==> src/rtl/rng_out_buffer_if.sv <==
// Read-side handshake between the random-word buffer and its consumers.
// master is the buffer, which drives the data and status; slave is a consumer, which drives data_re.
interface rng_out_buffer_if #(
    parameter int DEPTH_LOG = 4
);
    logic [15:0]        data_out;
    logic               data_valid;
    logic               data_re;
    logic               full;
    logic [DEPTH_LOG:0] count;
    logic               overflow;

    modport master (
        output data_out,
        output data_valid,
        output full,
        output count,
        output overflow,
        input  data_re
    );

    modport slave (
        input  data_out,
        input  data_valid,
        input  full,
        input  count,
        input  overflow,
        output data_re
    );
endinterface

==> src/rtl/rng_out_buffer.sv <==
// Packs raw entropy bits into 16-bit words (first bit into the MSB).
// Queues the words in a first-word-fall-through FIFO that consumers read through rd.
module rng_out_buffer #(
    parameter int DEPTH_LOG = 4
) (
    input  logic                  clk,
    input  logic                  rst_x,
    input  logic                  stop,
    input  logic                  bit_in,
    input  logic                  bit_valid,
    rng_out_buffer_if.master      rd
);
    localparam int DEPTH = 1 << DEPTH_LOG;
    localparam logic [DEPTH_LOG:0] DEPTH_CNT = (DEPTH_LOG + 1)'(DEPTH);

    logic [14:0]          shreg;
    logic [3:0]           bcnt;
    logic [15:0]          mem [DEPTH];
    logic [DEPTH_LOG-1:0] wr_ptr;
    logic [DEPTH_LOG-1:0] rd_ptr;
    logic [DEPTH_LOG:0]   cnt;
    logic                 ovf;

    logic        accept;
    logic        word_done;
    logic [15:0] word;
    logic        not_empty;
    logic        is_full;
    logic        pop;
    logic        wr_en;

    assign accept    = bit_valid & ~stop;
    assign word_done = accept & (bcnt == 4'd15);
    assign word      = {shreg, bit_in};
    assign not_empty = (cnt != '0);
    assign is_full   = (cnt == DEPTH_CNT);
    assign pop       = rd.data_re & not_empty;
    // A pop in the same cycle frees a slot, so a full FIFO still takes the word.
    assign wr_en     = word_done & (~is_full | pop);

    always_ff @(posedge clk or negedge rst_x) begin
        if (!rst_x) begin
            shreg <= '0;
            bcnt  <= '0;
        end else if (accept) begin
            shreg <= word[14:0];
            bcnt  <= bcnt + 4'd1;
        end
    end

    always_ff @(posedge clk) begin
        if (wr_en) begin
            mem[wr_ptr] <= word;
        end
    end

    always_ff @(posedge clk or negedge rst_x) begin
        if (!rst_x) begin
            wr_ptr <= '0;
            rd_ptr <= '0;
            cnt    <= '0;
            ovf    <= 1'b0;
        end else begin
            if (wr_en) begin
                wr_ptr <= wr_ptr + 1'b1;
            end
            if (pop) begin
                rd_ptr <= rd_ptr + 1'b1;
            end
            if (wr_en && !pop) begin
                cnt <= cnt + 1'b1;
            end else if (!wr_en && pop) begin
                cnt <= cnt - 1'b1;
            end
            if (word_done && !wr_en) begin
                ovf <= 1'b1;
            end
        end
    end

    assign rd.data_out   = not_empty ? mem[rd_ptr] : 16'h0000;
    assign rd.data_valid = not_empty;
    assign rd.full       = is_full;
    assign rd.count      = cnt;
    assign rd.overflow   = ovf;
endmodule

==> src/flat_wrapper.sv <==
// flat-port wrapper written by rule: the top's interface ports become plain ports
module rng_out_buffer_flat 
#(
    parameter int DEPTH_LOG = 4
)
  (clk, rst_x, stop, bit_in, bit_valid, rd_data_out, rd_data_valid, rd_full, rd_count, rd_overflow, rd_data_re);
  rng_out_buffer_if #(.DEPTH_LOG(DEPTH_LOG)) rd_i ();
  input  logic clk;
  input  logic rst_x;
  input  logic stop;
  input  logic bit_in;
  input  logic bit_valid;
  output wire logic [$bits(rd_i.data_out)-1:0] rd_data_out;
  output wire logic [$bits(rd_i.data_valid)-1:0] rd_data_valid;
  output wire logic [$bits(rd_i.full)-1:0] rd_full;
  output wire logic [$bits(rd_i.count)-1:0] rd_count;
  output wire logic [$bits(rd_i.overflow)-1:0] rd_overflow;
  input wire logic [$bits(rd_i.data_re)-1:0] rd_data_re;
  assign rd_data_out = rd_i.data_out;
  assign rd_data_valid = rd_i.data_valid;
  assign rd_full = rd_i.full;
  assign rd_count = rd_i.count;
  assign rd_overflow = rd_i.overflow;
  assign rd_i.data_re = rd_data_re;
  rng_out_buffer #(.DEPTH_LOG(DEPTH_LOG)) u_core (.clk(clk), .rst_x(rst_x), .stop(stop), .bit_in(bit_in), .bit_valid(bit_valid), .rd(rd_i));
endmodule
==> config.mk <==
export PLATFORM = sky130hd
export DESIGN_NAME = rng_out_buffer_flat
export DESIGN_NICKNAME = d
export VERILOG_FILES = /design/src/rtl/rng_out_buffer_if.sv /design/src/rtl/rng_out_buffer.sv /design/src/flat_wrapper.sv
export SDC_FILE = /design/constraint.sdc
export NUM_CORES = 1
export LEC_CHECK = 0
export BUFFER_PORTS_ARGS = -buffer_cell sky130_fd_sc_hd__buf_2
export CAP_MARGIN = 20
export CELL_PAD_IN_SITES_DETAIL_PLACEMENT = 1
export CELL_PAD_IN_SITES_GLOBAL_PLACEMENT = 2
export CORE_ASPECT_RATIO = 2
export CORE_MARGIN = 3
export CORE_UTILIZATION = 50
export DETAILED_ROUTE_END_ITERATION = 8
export PLACE_DENSITY = 0.79
export SLEW_MARGIN = 20
export SYNTH_ARGS = -nofsm -noshare
export SYNTH_HDL_FRONTEND = slang
export SYNTH_SLANG_ARGS = --single-unit
==> constraint.sdc <==
create_clock -name clk -period 6.2 [get_ports clk]
set_input_delay 0.93 -clock clk [delete_from_list [all_inputs] [get_ports clk]]
set_output_delay 0.93 -clock clk [all_outputs]
set_load 0.03 [all_outputs]
==> flow_metrics.py, run 1 <==
metrics = {
    "run_status": {
        "status": "finished, final reports clean",
    },
    "layout": {
        "fin_nets": 598,
        "multi_input_area_sq_um": 2730,
        "layout_common_cells": "256 x edfxtp_1, 64 x mux4_2, 34 x mux2_2",
        "regArea_sq_um": 8520,
        "num_antenna_cells": 0,
        "syn_to_final_growth_pct": 12.0,
        "layout-drive-gt1-share": 0.324,
        "fillCellCount": 1877,
        "final_common_cell": "edfxtp_1",
    },
    "die": {
        "die_y_um": 220,
        "ios": 30,
        "dieArea_sq_um": 24800,
        "initial_utilization": 0.512,
        "num_rows": 77,
        "core_sq_um": 22300,
        "die_w_um": 113,
    },
    "synth": {
        "synth-seq-cells": 289,
        "synth_compound_area_frac": 0.0240,
        "synth_area_leader_cell": "edfxtp_1",
        "avgSynthCellArea_sq_um": 21.3,
        "synth_cell_types": 39,
        "synthTopCellsByArea": "edfxtp_1 67%, mux4_2 13%, dfrtp_1 7.2%",
        "ys_seq_area_frac": 0.747,
        "synth_top_area_frac": 0.674,
        "synth_warnings": 0,
        "syn-num-nets": 553,
        "netlist_area_sq_um": 11400,
        "yosys.area_share.adder": 0.0127,
        "synthSimpleGateAreaFrac": 0.0312,
        "synth_mux_area_frac": 0.161,
        "synth_top_family_by_area": "multiplexers",
        "synthCells": 536,
        "yosys.area_share.xor_xnor": 0.00922,
    },
    "power_and_ir_drop": {
        "intPower_uw": 4190,
        "p_seq_frac": 0.461,
        "pwr-share-comb": 0.266,
        "vdd_drop_max_v": 0.000282,
        "clkPwrFrac": 0.274,
        "power_density_nw_per_um2": 481,
        "swShare": 0.318,
        "report.power.total_uw": 6140,
        "p_switching_uw": 1950,
        "leakagePower_uw": 0.00427,
    },
    "sta": {
        "final_max_slew_viol_count": 0,
        "worst_pin_slew_ps": 1130,
        "hold_viol": 0,
        "finalSetupViolCount": 0,
        "rsz0062_at_grt": "false",
        "setup_slack_ps": 1900,
        "period_minus_slack_ps": 4300,
        "slew-limit-headroom": 0.244,
        "finalCritPeriodShare": 0.694,
        "tns_ps": 0,
        "fmaxAchievable_mhz": 233,
        "skew_ps": 18.9,
    },
    "detailed_routing": {
        "first_iter_violations": 416,
        "wirelength_um": 25900,
        "met3_length_um": 923,
        "avgViaCountPerCell": 6.16,
        "wl_met1_um": 9470,
        "drc_errors": 0,
        "drtPass1Iterations": 5,
        "avgRoutedWirePerCell_um": 29.6,
        "route.met2.wl_um": 14900,
        "via_count": 5387,
        "ant_nets": 0,
        "top_layer": "met4",
    },
    "clock_tree": {
        "cts_buffers": 24,
        "cts_tree": "done",
        "htree_num_levels": 1,
        "cts_resized": 0,
        "cts_root_buf": "clkbuf_16",
        "clock-sinks": 289,
        "cts_buffer_depth": 3,
        "clkLatencyLatePin_ps": 540,
        "cts_hold_buf": 0,
        "clkTransAtPathRegs_ps": 70,
        "cts_setup_buffers": 0,
    },
    "grt": {
        "grt_usage": 0.219,
        "first_global_vias": 5988,
        "grt_first_pass_wirelength_um": 39400,
        "grt_antenna_before_repair": 0,
        "grt_max_degree": 56,
        "grt-ovfl-total": 0,
    },
    "critical_path": {
        "critPathMaxStageDelay_ps": 1070,
        "critical_path.top_delay_family": "flip-flops",
        "cp.required_ps": 5270,
        "critPathKind": "flop to output pin",
        "critPathSlowestCell": "dfrtp_4",
        "endpoint_kind": "output pin",
        "crit_fanout": 55,
        "critical_path.cell_chain": "buf_4 -> mux4_2 -> mux2_2 -> a221o_1 -> buf_2",
        "crit_path_start_kind": "flop",
        "path_buf_inv": 2,
        "cp.arrival_ps": 3370,
    },
    "place": {
        "dp_hpwl_um": 15500,
        "port_buffers": 29,
        "gp_congestion": 0.749,
        "post-place-ws_ps": 2400,
    },
    "hold_path": {
        "hp-class": "flop to flop",
    },
    "job": {
        "drv_cap": 0,
    },
}
-- flip-flops by register name, indices dropped and copies added (netlist names) --
signal,cells
u_core.mem,256
u_core.shreg,15
u_core.rd.count,5
u_core.bcnt,4
u_core.rd_ptr,4
u_core.wr_ptr,4
u_core.rd.overflow,1
-- power by group through the flow --
stage	logic (uW)	clock network (uW)	registers [uW]
2_1_floorplan	1350	0	2650
3_3_place_gp	1620	0	2850
3_5_place_dp	1650	0	2880
4_1_cts	1670	1710	2840
5_1_grt	1750	1790	2890
6_report	1630	1680	2830
-- area by class of cell --
| class | instances | area share |
|---|---|---|
| Tap cell | 276 | 0.0270 |
| Multi-Input combinational cell | 213 | 0.214 |
| Clock inverter | 17 | 0.0191 |
| Sequential cell | 289 | 0.667 |
| Inverter | 7 | 0.00206 |
| Clock buffer | 27 | 0.0496 |
| Timing Repair Buffer | 46 | 0.0214 |
-- final timing paths --
kind                                                 from                             end  slack [ps]  depth (start not counted)
setup / recovery             u_core.rd_ptr[1]$_DFFE_PN0P_                 rd_data_out[10]        1900                          5
hold / removal             u_core.rd.overflow$_DFFE_PN0P_  u_core.rd.overflow$_DFFE_PN0P_         470                          1
setup reg to reg           u_core.rd.count[3]$_DFFE_PN0P_  u_core.rd.count[4]$_DFFE_PN0P_        2640                          8
hold reg to reg            u_core.rd.overflow$_DFFE_PN0P_  u_core.rd.overflow$_DFFE_PN0P_         470                          1
max in group asynchronous                           rst_x    u_core.rd_ptr[1]$_DFFE_PN0P_        5070                          1
min in group asynchronous                           rst_x    u_core.rd_ptr[1]$_DFFE_PN0P_         510                          1
-- cells in the mapped netlist (all sizes together) --
library cell  instances
nand2b                1
nor2                  6
or3                   2
clkbuf                7
mux2i                 1
nand4                 1
fa                    1
dfrtp                33
nor3                  4
inv                   7
nand2                 7
a21o                  2
o21ai                 4
nand3                 3
buf                  20
a221o                16
o31ai                 2
a2111oi               1
a31o                  1
mux2                 34
nand3b                1
and3b                 3
a21oi                 2
xor2                  3
mux4                 64
o311ai                1
xnor2                 9
ha                   10
and2                 13
o311a                 1
nor2b                18
and3                  1
nor3b                 1
edfxtp              256
-- routing by layer --
| layer | vias up | GRT usage |
|---|---|---|
| met4 | 0 | 0.0638 |
| met5 | - | 0 |
| met1 | 2934 | 0.262 |
| met3 | 38 | 0.0209 |
| met2 | 138 | 0.414 |
| li1 | 2277 | - |
-- logic make-up (layout without fill, tap and decap cells) --
kind of cell | after synthesis | count (layout)
AOI/OAI and AO/OA | 30 | 30
xor gates and xnor gates | 12 | 12
adders and majority gates | 11 | 11
buffers and inverters | 34 | 97
DFF | 289 | 289
muxes | 99 | 99
and+or+nand+nor | 61 | 61
-- worst register-to-register path, cell delays in order, from the launching register on --
cell       delay, ps
dfrtp_1          410
or3_1            530
o31ai_1          780
ha_1             360
inv_1            150
fa_1             440
a21o_1           230
a2111oi_0        390
o31ai_1          140
-- metrics by stage --
| step | hold WS (ps) | instances | instance area, sq um | utilization |
|---|---|---|---|---|
| floorplan | 437 | 536 | 11400 | - |
| global placement | 455 | 831 | 11900 | 0.534 |
| detailed placement | 464 | 831 | 11900 | 0.534 |
| CTS | 481 | 875 | 12800 | 0.574 |
| global route | 504 | 875 | 12800 | 0.574 |
| finish | 474 | 875 | 12800 | 0.574 |
No activity file was read; power rests on OpenSTA's default activity.
==> run 2, diff against run 1 <==
Settings changed: CORE_UTILIZATION 50 to 45, PLACE_DENSITY 0.79 to 0.75.
Clock period 6.2 ns to 3.9 ns, I/O delays scaled along.
==> run 2 against run 1 <==
Via count down 2.0%. Clock-buffer cell count up 4. Clock skew down 9.5 ps. Largest power group unchanged. Non-clock buffer count up 5. Sequential power up 54%. Global-route usage down 3.4 points. Critical path depth unchanged. Critical endpoint is now rd_data_out[3]. Highest routed layer unchanged.
==> flow_metrics.py, run 2 (same netlist as run 1, synthesis figures left out) <==
metrics = {
    "die": {
        "initial_utilization": 0.461,
        "die_w_um": 119,
        "num_rows": 81,
        "ios": 30,
        "die_y_um": 231,
        "dieArea_sq_um": 27400,
        "core_sq_um": 24700,
    },
    "sta": {
        "skew_ps": 9.46,
        "fmaxAchievable_mhz": 275,
        "finalCritPeriodShare": 0.933,
        "period_minus_slack_ps": 3640,
        "rsz0062_at_grt": "false",
        "worst_pin_slew_ps": 1060,
        "hold_viol": 0,
        "final_max_slew_viol_count": 0,
        "finalSetupViolCount": 0,
        "tns_ps": 0,
        "slew-limit-headroom": 0.293,
    },
    "layout": {
        "top_register": "u_core.mem",
        "fin_nets": 603,
        "regArea_sq_um": 8520,
        "largest_register_ffs": 256,
        "multi_input_area_sq_um": 2730,
        "layout-drive-gt1-share": 0.325,
        "final_common_cell": "edfxtp_1",
        "num_antenna_cells": 0,
        "layout_common_cells": "256 x edfxtp_1, 64 x mux4_2, 34 x mux2_2",
        "final_util": 0.518,
        "fillCellCount": 2265,
        "syn_to_final_growth_pct": 12.4,
    },
    "power_and_ir_drop": {
        "leakagePower_uw": 0.00427,
        "intPower_uw": 6470,
        "swShare": 0.319,
        "pwr-share-comb": 0.290,
        "p_switching_uw": 3030,
        "power_density_nw_per_um2": 741,
        "p_seq_frac": 0.459,
        "clkPwrFrac": 0.251,
        "vdd_drop_max_v": 0.000442,
    },
    "clock_tree": {
        "clkLatencyLatePin_ps": 520,
        "cts_buffer_depth": 3,
        "cts_buffers": 24,
        "cts_root_buf": "clkbuf_16",
        "cts_tree": "done",
        "clkTransAtPathRegs_ps": 70,
        "htree_num_levels": 1,
        "clock-sinks": 289,
        "cts_resized": 0,
        "cts_hold_buf": 0,
        "cts_setup_buffers": 0,
    },
    "detailed_routing": {
        "first_iter_violations": 416,
        "drc_errors": 0,
        "avgRoutedWirePerCell_um": 26.4,
        "wirelength_um": 24700,
        "avgViaCountPerCell": 5.64,
        "via_count": 5280,
        "ant_nets": 0,
        "drtPass1Iterations": 4,
    },
    "critical_path": {
        "crit_path_start_kind": "flop",
        "cp.required_ps": 3310,
        "endpoint_kind": "output pin",
        "critPathKind": "flop to output pin",
        "reg2reg_setup_slack_ps": 570,
        "crit_fanout": 16,
        "cp.arrival_ps": 3050,
    },
    "job": {
        "drv_cap": 0,
    },
    "grt": {
        "first_global_vias": 5868,
        "grt_antenna_before_repair": 0,
        "grt_first_pass_wirelength_um": 37500,
        "grt_usage": 0.185,
        "grt-ovfl-total": 0,
        "grt_max_degree": 49,
    },
    "place": {
        "port_buffers": 29,
        "dp_hpwl_um": 14800,
        "gp_congestion": 0.747,
    },
    "run_status": {
        "status": "finished, final reports clean",
    },
    "hold_path": {
        "hp-class": "input pin to async pin",
    },
}
-- run 2: metal layers --
layer / vias up / part of all wire / track usage
met3: 28 / 0.037 / 0.0178
li1: 2288 / - / -
met1: 2848 / 0.37 / 0.224
met5: - / 0 / 0
met2: 116 / 0.57 / 0.348
met4: 0 / 0.020 / 0.0533
-- run 2: final timing paths --
| kind | start | to | depth (start not counted) |
|---|---|---|---|
| max in group asynchronous | rst_x | u_core.rd_ptr[1]$_DFFE_PN0P_ | 1 |
| worst max register to register | u_core.rd.count[3]$_DFFE_PN0P_ | u_core.rd.count[4]$_DFFE_PN0P_ | 8 |
| min in group clk | rd_data_re | u_core.rd_ptr[2]$_DFFE_PN0P_ | 3 |
| worst min register to register | u_core.bcnt[2]$_DFFE_PN0P_ | u_core.bcnt[2]$_DFFE_PN0P_ | 1 |
| worst min-delay path | rst_x | u_core.shreg[8]$_DFFE_PN0P_ | 1 |
| worst max-delay path | u_core.rd.count[3]$_DFFE_PN0P_ | rd_data_out[3] | 5 |
-- run 2: layout make-up --
| type | instances | share of cell area |
|---|---|---|
| Inverter | 7 | 0.00205 |
| Multi-Input combinational cell | 213 | 0.213 |
| Timing Repair Buffer | 51 | 0.0262 |
| Clock inverter | 13 | 0.00879 |
| Clock buffer | 31 | 0.0522 |
| Sequential cell | 289 | 0.665 |
| Tap cell | 332 | 0.0324 |
-- run 2: critical path: stages, from the launching register on --
cell,delay (ps)
dfrtp_1,400
or3_1,510
or3_4,390
and3b_1,540
a221o_1,480
buf_2,190
-- run 2: stage by stage --
stage                     cells  setup slack [ps]  hold slack (ps)  total power (uW)  cell area (sq um)
after detailed placement    892               564              459              7260              12000
after global routing        936               167              238              9950              12800
after CTS                   936               190              208              9630              12800
final                       936               262              189              9500              12800
after global placement      892               682              455              7150              12000
after floorplan             536               820              289              6370              11400
-- run 2: power groups by stage --
stage	combinational (uW)	clock, uW	sequential, uW
6_report	2760	2380	4360
5_1_grt	2970	2560	4420
4_1_cts	2830	2440	4360
3_5_place_dp	2830	0	4430
3_3_place_gp	2780	0	4370
2_1_floorplan	2150	0	4220
==> run 3, diff against run 2 <==
Settings changed: CORE_UTILIZATION 45 to 49, PLACE_DENSITY 0.75 to 0.77.
Clock period 3.9 ns to 3.6 ns, I/O delays scaled along.
==> run 3 against run 2 <==
Via count rose by 1.4%. Non-clock buffer count rose by 7. Critical endpoint is now rd_data_out[2]. Clock power increased by 26%. Register-to-register slack got worse by 120 ps. Die area decreased by 7.9%. Setup slack got worse by 69 ps. Cell count decreased by 4.8%. Critical path type unchanged. Critical path depth is the same. Core utilization up 5.1 points. Largest power group unchanged. Hold slack got worse by 69 ps. Flip-flop and latch count unchanged.
==> flow_metrics.py, run 3 (same netlist as run 1, synthesis figures left out) <==
metrics = {
    "run_status": {
        "status": "finished, final reports clean",
    },
    "critical_path": {
        "reg2reg_setup_slack_ps": 450,
        "crit_path_start_kind": "flop",
        "cp.arrival_ps": 2870,
        "critPathSlowestCell": "or3_1",
        "critical_path.top_delay_family": "simple AND/OR/NAND/NOR gates",
        "path_buf_inv": 1,
        "reg2reg_depth": 8,
        "endpoint_kind": "output pin",
        "critPathMaxStageDelay_ps": 510,
        "reg2reg_to": "u_core.rd.count[4]$_DFFE_PN0P_",
        "timing.rr.start": "u_core.rd.count[3]$_DFFE_PN0P_",
        "crit_fanout": 16,
        "critPathKind": "flop to output pin",
        "critical_path.cell_chain": "or3_1 -> or3_4 -> and3b_2 -> a221o_1 -> buf_2",
        "cp.required_ps": 3060,
        "startpoint": "u_core.rd.count[3]$_DFFE_PN0P_",
    },
    "clock_tree": {
        "clock-sinks": 289,
        "cts_buffer_depth": 3,
        "cts_root_buf": "clkbuf_16",
        "htree_num_levels": 1,
        "cts_hold_buf": 0,
        "clkLatencyLatePin_ps": 520,
        "clkTransAtPathRegs_ps": 70,
        "cts_buffers": 24,
        "cts_tree": "done",
    },
    "layout": {
        "multi_input_area_sq_um": 2730,
        "largest_register_ffs": 256,
        "design_area_sq_um": 12900,
        "fin_nets": 610,
        "syn_to_final_growth_pct": 13.6,
        "num_antenna_cells": 0,
        "regArea_sq_um": 8520,
        "final_common_cell": "edfxtp_1",
        "fillCellCount": 1949,
        "layout-drive-gt1-share": 0.340,
        "layout_common_cells": "256 x edfxtp_1, 64 x mux4_2, 34 x mux2_2",
        "top_register": "u_core.mem",
    },
    "die": {
        "dieArea_sq_um": 25200,
        "die_w_um": 114,
        "initial_utilization": 0.501,
        "num_rows": 78,
        "die_y_um": 222,
        "ios": 30,
        "core_sq_um": 22700,
    },
    "sta": {
        "period_minus_slack_ps": 3410,
        "skew_ps": 9.05,
        "worst_pin_slew_ps": 841,
        "finalCritPeriodShare": 0.946,
        "tns_ps": 0,
        "slew-limit-headroom": 0.439,
        "finalSetupViolCount": 0,
        "final_max_slew_viol_count": 0,
        "rsz0062_at_grt": "false",
        "hold_viol": 0,
        "fmaxAchievable_mhz": 294,
    },
    "grt": {
        "grt_antenna_before_repair": 0,
        "grt_usage": 0.209,
        "grt_first_pass_wirelength_um": 38800,
        "grt-ovfl-total": 0,
        "top_usage_layer": "met2",
        "grt_max_degree": 45,
        "met1_usage": 0.261,
        "first_global_vias": 6022,
        "grt_use_met2": 0.388,
        "grt.met3_usage": 0.0235,
    },
    "place": {
        "dp_hpwl_um": 15200,
        "port_buffers": 29,
        "dpl_cell_area_sq_um": 12000,
        "gp_congestion": 0.718,
    },
    "job": {
        "drv_cap": 0,
    },
    "power_and_ir_drop": {
        "leakagePower_uw": 0.00437,
        "vdd_drop_max_v": 0.000623,
        "power_density_nw_per_um2": 832,
    },
    "detailed_routing": {
        "wirelength_um": 25600,
        "drc_errors": 0,
        "drtPass1Iterations": 4,
        "avgRoutedWirePerCell_um": 28.7,
        "ant_nets": 0,
        "first_iter_violations": 478,
        "via_count": 5353,
        "avgViaCountPerCell": 6.01,
    },
    "hold_path": {
        "hp-class": "input pin to async pin",
    },
}
-- run 3: cell types whose count changed in the layout (fill, tap and decap cells not counted), sizes merged --
| cell | delta |
|---|---|
| buf | +7 |
| clkinv | -5 |
| bufinv | +5 |
-- run 3: final cells by class --
class,instances,share of cell area
clock buffer,31,0.0516
multi-input combinational,213,0.211
timing repair buffer,58,0.0315
tap,280,0.0271
sequential,289,0.658
clock inverter,13,0.0190
inverter,7,0.00203
-- run 3: repair_timing --
item,CTS,global route
buffers inserted,0,1
gates resized for setup,1,0
endpoints found under the setup margin,3,4
-- run 3: worst max-delay path by stage --
| stage | slack (ps) | depth (start not counted) | to |
|---|---|---|---|
| 4_1_cts | 40 | 5 | rd_data_out[12] |
| 2_1_floorplan | 520 | 9 | u_core.rd.count[4]$_DFFE_PN0P_ |
| 6_report | 190 | 5 | rd_data_out[2] |
| 3_5_place_dp | 450 | 8 | u_core.rd.count[4]$_DFFE_PN0P_ |
| 3_3_place_gp | 560 | 8 | u_core.rd.count[4]$_DFFE_PN0P_ |
| 5_1_grt | 80 | 5 | rd_data_out[2] |
-- run 3: layer usage --
layer / up-vias / routed length, um
met4: 0 / 434
met5: - / 0
li1: 2302 / -
met3: 29 / 826
met1: 2921 / 9710
met2: 101 / 14600
-- run 3: where the power goes --
group / leakage, uW / switching (uW) / internal (uW)
sequential: 0.00272 / 564 / 4170
clock: 0.000446 / 1170 / 1820
combinational: 0.00120 / 1620 / 1420
-- run 3: stage by stage --
step	hold WS (ps)	setup slack, ps	utilization	cells	power (uW)
4_1_cts	132	41.1	0.569	890	10900
3_3_place_gp	454	560	0.528	846	7750
2_1_floorplan	244	520	-	536	6900
6_report	120	193	0.569	891	10800
5_1_grt	157	80.4	0.569	891	11200
3_5_place_dp	460	447	0.528	846	7900
-- run 3: worst register-to-register path: cells and delay by family (launching register included) --
kind            cells  cell delay [ps]
simple gates        1              510
flops               1              420
fa+ha+maj           2              600
compound gates      4             1300
buf+inv             1              180
